### src/rtl/iob_cache_be_axi_wb.sv
// iob_cache_be_axi_wb: AXI4 write-back cache back-end doing full-line burst refills and evictions
module iob_cache_be_axi_wb #(
    parameter int FE_ADDR_W = 32,
    parameter int FE_DATA_W = 32,
    parameter int BE_ADDR_W = FE_ADDR_W,
    parameter int BE_DATA_W = 32,
    parameter int WORD_OFF_W = 3,
    parameter int AXI_ID_W = 1,
    parameter int AXI_ID = 0,
    localparam int BE_BYTE_W = $clog2(BE_DATA_W / 8),
    localparam int LINE2BE_W = WORD_OFF_W - $clog2(BE_DATA_W / FE_DATA_W),
    localparam int BEATS = 2 ** LINE2BE_W,
    localparam int LINE_W = FE_DATA_W * (2 ** WORD_OFF_W),
    localparam int LA_W = FE_ADDR_W - BE_BYTE_W - LINE2BE_W
) (
    input  logic                   clk,
    input  logic                   reset,
    input  logic                   wb_valid,
    input  logic [LA_W-1:0]        wb_addr,
    input  logic [LINE_W-1:0]      wb_line,
    output logic                   wb_ready,
    input  logic                   replace_valid,
    input  logic [LA_W-1:0]        replace_addr,
    output logic                   replace,
    output logic                   read_valid,
    output logic [LINE2BE_W-1:0]   read_addr,
    output logic [BE_DATA_W-1:0]   read_rdata,
    output logic                   resp_err,
    output logic                   axi_arvalid,
    output logic [BE_ADDR_W-1:0]   axi_araddr,
    output logic [7:0]             axi_arlen,
    output logic [2:0]             axi_arsize,
    output logic [1:0]             axi_arburst,
    output logic [AXI_ID_W-1:0]    axi_arid,
    output logic                   axi_arlock,
    output logic [3:0]             axi_arcache,
    output logic [2:0]             axi_arprot,
    output logic [3:0]             axi_arqos,
    input  logic                   axi_arready,
    input  logic                   axi_rvalid,
    input  logic [BE_DATA_W-1:0]   axi_rdata,
    input  logic [1:0]             axi_rresp,
    input  logic                   axi_rlast,
    output logic                   axi_rready,
    output logic                   axi_awvalid,
    output logic [BE_ADDR_W-1:0]   axi_awaddr,
    output logic [7:0]             axi_awlen,
    output logic [2:0]             axi_awsize,
    output logic [1:0]             axi_awburst,
    output logic [AXI_ID_W-1:0]    axi_awid,
    output logic                   axi_awlock,
    output logic [3:0]             axi_awcache,
    output logic [2:0]             axi_awprot,
    output logic [3:0]             axi_awqos,
    input  logic                   axi_awready,
    output logic                   axi_wvalid,
    output logic [BE_DATA_W-1:0]   axi_wdata,
    output logic [BE_DATA_W/8-1:0] axi_wstrb,
    output logic                   axi_wlast,
    input  logic                   axi_wready,
    input  logic                   axi_bvalid,
    input  logic [1:0]             axi_bresp,
    output logic                   axi_bready
);
    localparam logic [2:0] IDLE = 3'd0, AW = 3'd1, W = 3'd2, B = 3'd3, AR = 3'd4, R = 3'd5;
    localparam logic [LINE2BE_W:0] LAST = (LINE2BE_W + 1)'(BEATS - 1);
    logic [2:0] state;
    logic [LINE2BE_W:0] cnt;
    logic [LA_W-1:0] addr_q;
    logic [LINE_W-1:0] line_q;
    logic last;
    logic [BE_ADDR_W-1:0] line_addr;
    assign last = cnt == LAST;
    assign line_addr = BE_ADDR_W'({addr_q, {(BE_BYTE_W + LINE2BE_W){1'b0}}});
    assign axi_arvalid = state == AR;
    assign axi_araddr = line_addr;
    assign axi_arlen = 8'(BEATS - 1);
    assign axi_arsize = 3'(BE_BYTE_W);
    assign axi_arburst = 2'b01;
    assign axi_arid = AXI_ID_W'(AXI_ID);
    assign axi_arlock = 1'b0;
    assign axi_arcache = 4'b0011;
    assign axi_arprot = 3'd0;
    assign axi_arqos = 4'd0;
    assign axi_rready = state == R;
    assign axi_awvalid = state == AW;
    assign axi_awaddr = line_addr;
    assign axi_awlen = 8'(BEATS - 1);
    assign axi_awsize = 3'(BE_BYTE_W);
    assign axi_awburst = 2'b01;
    assign axi_awid = AXI_ID_W'(AXI_ID);
    assign axi_awlock = 1'b0;
    assign axi_awcache = 4'b0011;
    assign axi_awprot = 3'd0;
    assign axi_awqos = 4'd0;
    assign axi_wvalid = state == W;
    assign axi_wdata = line_q[BE_DATA_W*int'(cnt[LINE2BE_W-1:0]) +: BE_DATA_W];
    assign axi_wstrb = '1;
    assign axi_wlast = last;
    assign axi_bready = state == B;
    assign wb_ready = state == B && axi_bvalid;
    assign replace = state == AR || state == R;
    assign read_valid = state == R && axi_rvalid;
    assign read_addr = cnt[LINE2BE_W-1:0];
    assign read_rdata = axi_rdata;
    // the line address register serves both directions since only one burst is ever in flight
    always_ff @(posedge clk) begin
        if (reset) begin
            state <= IDLE;
            cnt <= '0;
            resp_err <= 1'b0;
        end else begin
            case (state)
                IDLE: if (wb_valid) begin
                    state <= AW;
                    addr_q <= wb_addr;
                    line_q <= wb_line;
                end else if (replace_valid) begin
                    state <= AR;
                    addr_q <= replace_addr;
                end
                AW: if (axi_awready) begin
                    state <= W;
                    cnt <= '0;
                end
                W: if (axi_wready) begin
                    cnt <= cnt + 1'b1;
                    if (last) state <= B;
                end
                B: if (axi_bvalid) begin
                    state <= IDLE;
                    resp_err <= resp_err | axi_bresp[1];
                end
                AR: if (axi_arready) begin
                    state <= R;
                    cnt <= '0;
                end
                R: if (axi_rvalid) begin
                    cnt <= cnt + 1'b1;
                    resp_err <= resp_err | axi_rresp[1] | (axi_rlast != last);
                    if (axi_rlast) state <= IDLE;
                end
                default: state <= IDLE;
            endcase
        end
    end
endmodule

### config.mk
export PLATFORM = sky130hd
export DESIGN_NAME = iob_cache_be_axi_wb
export DESIGN_NICKNAME = d
export VERILOG_FILES = /design/src/rtl/iob_cache_be_axi_wb.sv
export SDC_FILE = /design/constraint.sdc
export NUM_CORES = 1
export LEC_CHECK = 0
export ABC_AREA = 1
export BUFFER_PORTS_ARGS = -buffer_cell sky130_fd_sc_hd__buf_2
export CELL_PAD_IN_SITES_DETAIL_PLACEMENT = 1
export CELL_PAD_IN_SITES_GLOBAL_PLACEMENT = 1
export CORE_AREA = 3 3 213 215
export CTS_BUF_LIST = sky130_fd_sc_hd__clkbuf_16
export DETAILED_ROUTE_END_ITERATION = 16
export DIE_AREA = 0 0 216 218
export PLACE_DENSITY_LB_ADDON = 0.1
export SETUP_SLACK_MARGIN = 0.02
export SKIP_LAST_GASP = 1
export SYNTH_ARGS = -nofsm -noshare
export SYNTH_HDL_FRONTEND = slang
export SYNTH_SLANG_ARGS = --single-unit
### constraint.sdc
create_clock -name clk -period 21.6 [get_ports clk]
set_input_delay 2.16 -clock clk [delete_from_list [all_inputs] [get_ports clk]]
set_output_delay 2.16 -clock clk [all_outputs]
set_load 0.03 [all_outputs]
# Word-level counts from Yosys, hierarchy flattened
# Cells that the tools add are included.
# word_totals
ff_bits	291
input_bits	356
output_inout_bits	197
wordCells	58
# op_classes
n_addsub	1
eq_ne	15
shifts	1
n_mux	20
bitwise_logic	4
n_reduce_logical	12
# op_table
cell	n
$shiftx 256x9->32	1
$mux 27	2
$mux 3	9
$pmux 3 s6	1
$mux 4	4
$pmux 4 s4	1
$reduce_and 3->1	3
$ne 2x1->1 const B	4
$reduce_and 8->1	1
$eq 3x2->1 const B	2
$eq 3x3->1 const B	2
$ne 2x2->1 const B	3
$reduce_and 5->1	1
$add 4x1->4 const B	1
$eq 4x3->1 const B	1
$reduce_bool 2->1	2
$reduce_bool 4->1	1
$eq 3x1->1 const B	1
$logic_not 3->1	1
$ne 3x3->1 const B	1
$or 1x1->1	3
$logic_and 1x1->1	2
$mux 1	2
$pmux 1 s2	1
other kinds (3)	3

# Logic depth before layout (Yosys ltp)
# Gate-level depths: netlist of the first run.
# depth
ltp_word	5
mapped_depth	9
mapped_depth_nobuf	9

# Worst setup path before layout of the first run
# Ideal clock, no wire load.
# synth_path
kind	input-to-reg
start	in wb_valid
end	reg line_q[0] (enable)
setup_ns	0.878
arrival_time_ns	13.155
path_slack_ns	7.568
path_stages	3
path_buffers	1
path_cell_list	clkbuf_1 nand3_1 nor2_1
# synth_via
elab_chain_cells	1
# synth_lines
item	line_no	text
start: declaration	18	input logic wb_valid,
$reduce_and 3->1 (no source line)	--	
end signal: assignment	117	line_q <= wb_line;
end: declaration	70	logic [LINE_W-1:0] line_q;
# No other way between the ends.
# A chain may end at the register's enable or synchronous reset.

# Worst setup path in the final report of the first run
# layout_path
start	reg cnt[0]
end	out axi_wdata[25]
# layout_via
elab_chain_cells	1
# layout_lines
item	line_no	text
start: declaration	68	logic [LINE2BE_W:0] cnt;
start signal: assignment	127	cnt <= cnt + 1'b1;
start signal: assignment	139	cnt <= cnt + 1'b1;
$shiftx 256x9->32	97	assign axi_wdata = line_q[BE_DATA_W*int'(cnt[LINE2BE_W-1:0]) +: BE_DATA_W];
end: declaration	57	output logic [BE_DATA_W-1:0] axi_wdata,
# No other way between the ends.

==> results.py, run 1 <==
metrics = {
    "synth": {
        "yosys.area.top_type": "edfxtp_1",
        "postSynthCellCount": 1104,
        "yosysSeqAreaShare_pct": 68.6,
        "synth-edff-count": 283,
        "ys.flop_type": "edfxtp_1",
        "ys_top_cells_by_area": "edfxtp_1 (67%), buf_4 (8.3%), nand2_1 (6.1%)",
        "ys_types": 29,
        "yosysWarnings": 0,
        "async_reset_ff_share_pct": 0,
        "ys_seq_elements": 291,
        "synth_top_area_share_pct": 67.3,
        "synth.most_common_cell": "edfxtp_1",
        "postSynthAreaPerCell_um2": 11.4,
        "synth_area_mm2": 0.0126,
        "synth_common_cells": "edfxtp_1 (283), nand2_1 (206), nor2_1 (177)",
    },
    "detailed_routing": {
        "dr_total_vias": 9076,
        "dr.pass1.iters": 4,
        "drc": 0,
        "wl_per_cell_um": 19.4,
        "drt_iter0_drc": 567,
        "finalWirelength_mm": 40.4,
        "via_per_inst": 4.37,
        "ant_nets": 0,
    },
    "power_and_ir_drop": {
        "p_int_uw": 1190,
        "peakVddDrop_uv": 57.7,
        "seq_power_share_pct": 42.2,
        "clkPwrFrac_pct": 31.4,
        "p_per_area_mw_per_mm2": 116,
        "leakagePower_uw": 0.00651,
        "sw_frac_of_total_pct": 34.6,
        "pwr-share-comb_pct": 26.4,
        "switching_power_uw": 630,
    },
    "sta": {
        "fmax_ghz": 0.184,
        "setup_violations": 0,
        "maxSlewHeadroom_pct": 28.1,
        "fin_tns_setup_ns": 0,
        "setup_slack_ns": 16.17,
        "worst_clock_skew_ns": 0.0204,
        "hold_violations": 0,
        "fin_crit_ns": 5.43,
        "finalMaxSlewViolations": 0,
        "period_share_pct": 25.1,
        "rsz0062_at_grt": "false",
        "worstMarginPinSlew_ns": 1.08,
    },
    "die": {
        "ios": 553,
        "start_util_pct": 28.7,
        "dieArea_mm2": 0.0471,
        "fp.dieW_um": 216,
        "fp-row-count": 77,
        "die_y_um": 218,
        "coreArea_mm2": 0.0439,
    },
    "layout": {
        "area_growth_pct": 24.3,
        "drive_gt1_share_pct": 33.6,
        "nets": 1813,
    },
    "place": {
        "dp_hpwl_mm": 27.8,
        "place_ws_ns": 16.30,
        "place_congestion": 0.737,
        "io_buffers": 420,
    },
    "hold_path": {
        "hp-class": "register to register",
    },
    "global_route": {
        "grt_max_degree": 84,
        "busiest_layer": "met2",
        "antenna_found_initial": 14,
        "grt_pass1_wl_mm": 58.9,
        "grt_util_met3_pct": 5.63,
        "grt_pass1_vias": 9335,
        "use_met2_pct": 28.2,
        "grt_overflow": 0,
        "track_usage_pct": 16.5,
        "use_met1_pct": 20.0,
    },
    "worst_setup_path": {
        "worst_path_max_delay_cell": "buf_4",
        "required_ns": 19.44,
        "cp.arrival_ns": 3.27,
        "critical_path_class": "register to output pin",
        "critPathMaxStageDelay_ns": 0.72,
        "critPathMaxFanout": 69,
        "critPathCaptureType": "output pin",
        "start_kind": "register",
        "path_cells": "inv_4 -> buf_4 -> o21ai_0 -> a31oi_1 -> buf_2",
    },
    "run_status": {
        "outcome": "complete, no violations",
    },
    "clocking": {
        "postCtsSetupBuffers": 0,
        "ctsLongestPathBuffers": 3,
        "cts-htree-levels": 2,
        "numClockSinks": 291,
        "cts_made_buffers": 37,
        "path_clk_slew_ns": 0.06,
        "cts_tree": "built",
        "cts_hold_buf": 0,
        "cts_resized": 0,
        "cts-root-buf": "clkbuf_16",
        "insertion_delay_ns": 0.54,
    },
    "run": {
        "maxCapViolCount": 0,
    },
}
[power by group through the flow]
stage	Sequential [µW]	Combinational (µW)	Clock, µW
6_report	769	482	571
5_1_grt	779	534	616
3_3_place_gp	779	492	0
4_1_cts	770	495	593
2_1_floorplan	826	347	0
3_5_place_dp	782	494	0
[sequential cells by signal, indices dropped and copies added (netlist names)]
| name | flops |
|---|---|
| resp_err | 1 |
| cnt | 4 |
| state | 3 |
| line_q | 256 |
| addr_q | 27 |
[placed cells by master (no fill, tap or decap), types with 4 or more instances in the layout]
cell / Yosys / routed
o21ai_0: 123 / 123
a31oi_1: 32 / 32
nand3_1: 11 / 11
clkinv_2: 0 / 4
diode_2: 0 / 4
o21ai_1: 7 / 7
buf_4: 140 / 11
dfxtp_1: 8 / 5
inv_2: 4 / 4
clkbuf_16: 0 / 39
nor2_2: 6 / 6
clkinv_1: 1 / 11
inv_1: 14 / 20
buf_2: 12 / 420
nand2_1: 206 / 206
edfxtp_1: 283 / 283
conb_1: 2 / 66
nor2_1: 177 / 176
a21oi_1: 37 / 37
[worst paths after layout]
path | start | endpoint | slack (ns) | depth (start not counted)
worst max-delay path | cnt[0]$_SDFFE_PP0P_ | axi_wdata[25] | 16.17 | 5
worst min-delay path | resp_err$_SDFFE_PP0P_ | resp_err$_SDFFE_PP0P_ | 0.50 | 2
worst max register to register | state[0]$_SDFFE_PP0P_ | line_q[244]$_DFFE_PP_ | 18.62 | 5
worst min register to register | resp_err$_SDFFE_PP0P_ | resp_err$_SDFFE_PP0P_ | 0.50 | 2
[critical path, delay by kind of cell (launching register included)]
kind | cells | cell delay [ns]
buf+inv | 3 | 1.48
compound gates | 2 | 0.65
flops | 1 | 0.49
[final cells by class]
| type | instances | area, µm² |
|---|---|---|
| antenna | 4 | 10.0 |
| multi-input combinational | 676 | 2920 |
| tap | 592 | 741 |
| inverter | 19 | 73.8 |
| clock buffer | 39 | 976 |
| timing repair buffer | 431 | 2180 |
| clock inverter | 25 | 139 |
| sequential | 291 | 8660 |
| fill | 5008 | 28200 |
[cell families after synthesis]
kind of cell	synth area share, %
AO/OA/AOI/OAI	8.27
buffers and inverters	10.4
XOR/XNOR	0.139
flip-flops	68.6
other	0.0595
adder cells (fa/ha/maj)	0.0991
AND/OR/NAND/NOR	12.5
[metrics by stage]
step | instances | util (%) | area (µm²) | power, µW | hold slack (ns)
after floorplan | 1168 | - | 12900 | 1170 | 0.495
after global placement | 2009 | 33.2 | 14600 | 1270 | 0.453
after detailed placement | 2009 | 33.2 | 14600 | 1280 | 0.494
after CTS | 2073 | 35.7 | 15700 | 1860 | 0.509
after global routing | 2076 | 35.7 | 15700 | 1930 | 0.529
final | 2077 | 35.7 | 15700 | 1820 | 0.502
[routing by layer]
| layer | vias to the layer above | part of all wire [%] |
|---|---|---|
| met5 | - | 0.31 |
| met4 | 20 | 1.7 |
| met3 | 60 | 8.0 |
| met2 | 327 | 49 |
| met1 | 4339 | 41 |
| li1 | 4330 | - |
(Power assumes the default switching activity.)
==> run 2, diff against run 1 <==
--- a/config.mk
+++ b/config.mk
@@ -9,10 +9,10 @@
 export BUFFER_PORTS_ARGS = -buffer_cell sky130_fd_sc_hd__buf_2
 export CELL_PAD_IN_SITES_DETAIL_PLACEMENT = 1
 export CELL_PAD_IN_SITES_GLOBAL_PLACEMENT = 1
-export CORE_AREA = 3 3 213 215
+export CORE_AREA = 3 3 215 217
 export CTS_BUF_LIST = sky130_fd_sc_hd__clkbuf_16
 export DETAILED_ROUTE_END_ITERATION = 16
-export DIE_AREA = 0 0 216 218
+export DIE_AREA = 0 0 218 220
 export PLACE_DENSITY_LB_ADDON = 0.1
 export SETUP_SLACK_MARGIN = 0.02
 export SKIP_LAST_GASP = 1
==> constraint.sdc (replaced) <==
create_clock -name clk -period 5.4 [get_ports clk]
set_input_delay 0.54 -clock clk [delete_from_list [all_inputs] [get_ports clk]]
set_output_delay 0.54 -clock clk [all_outputs]
set_load 0.03 [all_outputs]
==> run 2 against run 1 <==
Combinational power grew to 4.1 times the previous value; sequential share of layout area increased by 0.051 points; sequential power increased to 4.0 times the previous value; global-route usage fell by 0.23 points; sequential cell count is the same; via count about the same; setup slack worse by 14 ns; critical path depth grew 2; power increased to 3.9 times the previous value; clock skew is 0.0037 ns lower.
==> results.py, run 2 (synthesized netlist as in run 1, its figures left out) <==
metrics = {
    "detailed_routing": {
        "wl_per_cell_um": 19.6,
        "dr_total_vias": 9083,
        "finalWirelength_mm": 40.8,
        "drt_iter0_drc": 456,
        "ant_nets": 0,
        "dr.pass1.iters": 4,
        "via_per_inst": 4.36,
        "drc": 0,
    },
    "layout": {
        "multi_input_area_mm2": 0.00292,
        "reg_top3": "line_q x256, addr_q x27, cnt x4",
        "final_common_cell": "buf_2",
        "drive_gt1_share_pct": 33.7,
        "fin_util_pct": 35.4,
        "regMostFlops": "line_q",
        "nets": 1818,
        "area_growth_pct": 24.3,
        "largest_reg_flops": 256,
        "fill_cells": 5047,
        "register_area_mm2": 0.00867,
        "final_cell_mix": "buf_2 (420), edfxtp_1 (283), nand2_1 (206)",
    },
    "worst_setup_path": {
        "ff2ff_setup_slack_ns": 2.77,
        "critPathCaptureType": "output pin",
        "required_ns": 4.86,
        "start_kind": "register",
        "critical_path_class": "register to output pin",
        "critPathMaxFanout": 74,
        "cp.arrival_ns": 2.96,
    },
    "clocking": {
        "cts-root-buf": "clkbuf_16",
        "cts_resized": 0,
        "cts_tree": "built",
        "ctsLongestPathBuffers": 3,
        "cts-htree-levels": 2,
        "numClockSinks": 291,
        "cts_hold_buf": 0,
        "postCtsSetupBuffers": 0,
        "insertion_delay_ns": 0.54,
        "path_clk_slew_ns": 0.06,
        "cts_made_buffers": 36,
    },
    "die": {
        "die_y_um": 220,
        "coreArea_mm2": 0.0443,
        "start_util_pct": 28.5,
        "fp-row-count": 77,
        "ios": 553,
        "fp.dieW_um": 218,
        "dieArea_mm2": 0.0480,
    },
    "global_route": {
        "track_usage_pct": 16.3,
        "grt_max_degree": 82,
        "grt_overflow": 0,
        "antenna_found_initial": 18,
        "grt_pass1_vias": 9277,
        "grt_pass1_wl_mm": 58.1,
    },
    "power_and_ir_drop": {
        "leakagePower_uw": 0.00650,
        "clkPwrFrac_pct": 29.9,
        "switching_power_uw": 2510,
        "seq_power_share_pct": 42.7,
        "sw_frac_of_total_pct": 35.0,
        "peakVddDrop_uv": 221,
        "pwr-share-comb_pct": 27.3,
        "p_int_uw": 4670,
        "p_per_area_mw_per_mm2": 458,
    },
    "hold_path": {
        "hp-class": "input pin to register",
    },
    "sta": {
        "setup_violations": 0,
        "fin_tns_setup_ns": 0,
        "period_share_pct": 64.8,
        "worstMarginPinSlew_ns": 1.13,
        "finalMaxSlewViolations": 0,
        "maxSlewHeadroom_pct": 24.4,
        "fmax_ghz": 0.286,
        "hold_violations": 0,
        "worst_clock_skew_ns": 0.0167,
        "fin_crit_ns": 3.50,
        "rsz0062_at_grt": "false",
    },
    "place": {
        "place_congestion": 0.764,
        "io_buffers": 420,
        "dp_hpwl_mm": 28.3,
    },
    "run": {
        "maxCapViolCount": 0,
    },
    "run_status": {
        "outcome": "complete, no violations",
    },
}
## run 2: critical path: stages (launching register included)
cell     delay [ns]
dfxtp_4        0.50
inv_4          0.64
buf_4          0.45
nor2_1         0.06
o21ai_0        0.19
a21oi_1        0.09
a31oi_1        0.18
buf_2          0.24
## run 2: final cells by class
class                      instances  area share [%]
sequential                       291            55.2
multi-input combinational        676            18.6
timing repair buffer             437            14.4
clock buffer                      37            5.90
tap                              592            4.72
clock inverter                    23           0.646
inverter                          19           0.470
antenna                            6          0.0957
## run 2: power groups by stage
stage	registers [µW]	logic, µW	clock network, µW
floorplan	3190	1390	0
global placement	3110	2000	0
detailed placement	3120	2010	0
CTS	3080	2020	2250
global route	3110	2180	2340
finish	3070	1960	2150
## run 2: final timing paths
kind / start / endpoint / cells past startpoint
min reg2reg: resp_err$_SDFFE_PP0P_ / resp_err$_SDFFE_PP0P_ / 2
max reg2reg: state[1]$_SDFFE_PP0P_ / line_q[80]$_DFFE_PP_ / 4
min: wb_line[180] / line_q[180]$_DFFE_PP_ / 1
max: cnt[0]$_SDFFE_PP0P_ / axi_wdata[19] / 7
## run 2: metal layers
metal / share of wire [%] / vias to the layer above / GRT usage (%) / wire [µm]
met1: 39 / 4323 / 18.9 / 16100
met2: 50 / 318 / 28.4 / 20500
met5: 0.35 / - / 0 / 143
met4: 2.0 / 24 / 4.78 / 812
met3: 8.0 / 75 / 5.65 / 3250
li1: - / 4343 / - / -
## run 2: stage by stage
stage               total power (µW)  cell area [µm²]  setup slack, ns  cells  hold WS [ns]
detailed placement              5140            14700             2.21   2015         0.468
global placement                5120            14700             2.21   2015         0.455
CTS                             7340            15700             1.71   2075         0.132
floorplan                       4580            12900            0.185   1168         0.495
finish                          7180            15700             1.90   2081         0.175
global route                    7620            15700             1.58   2076         0.139
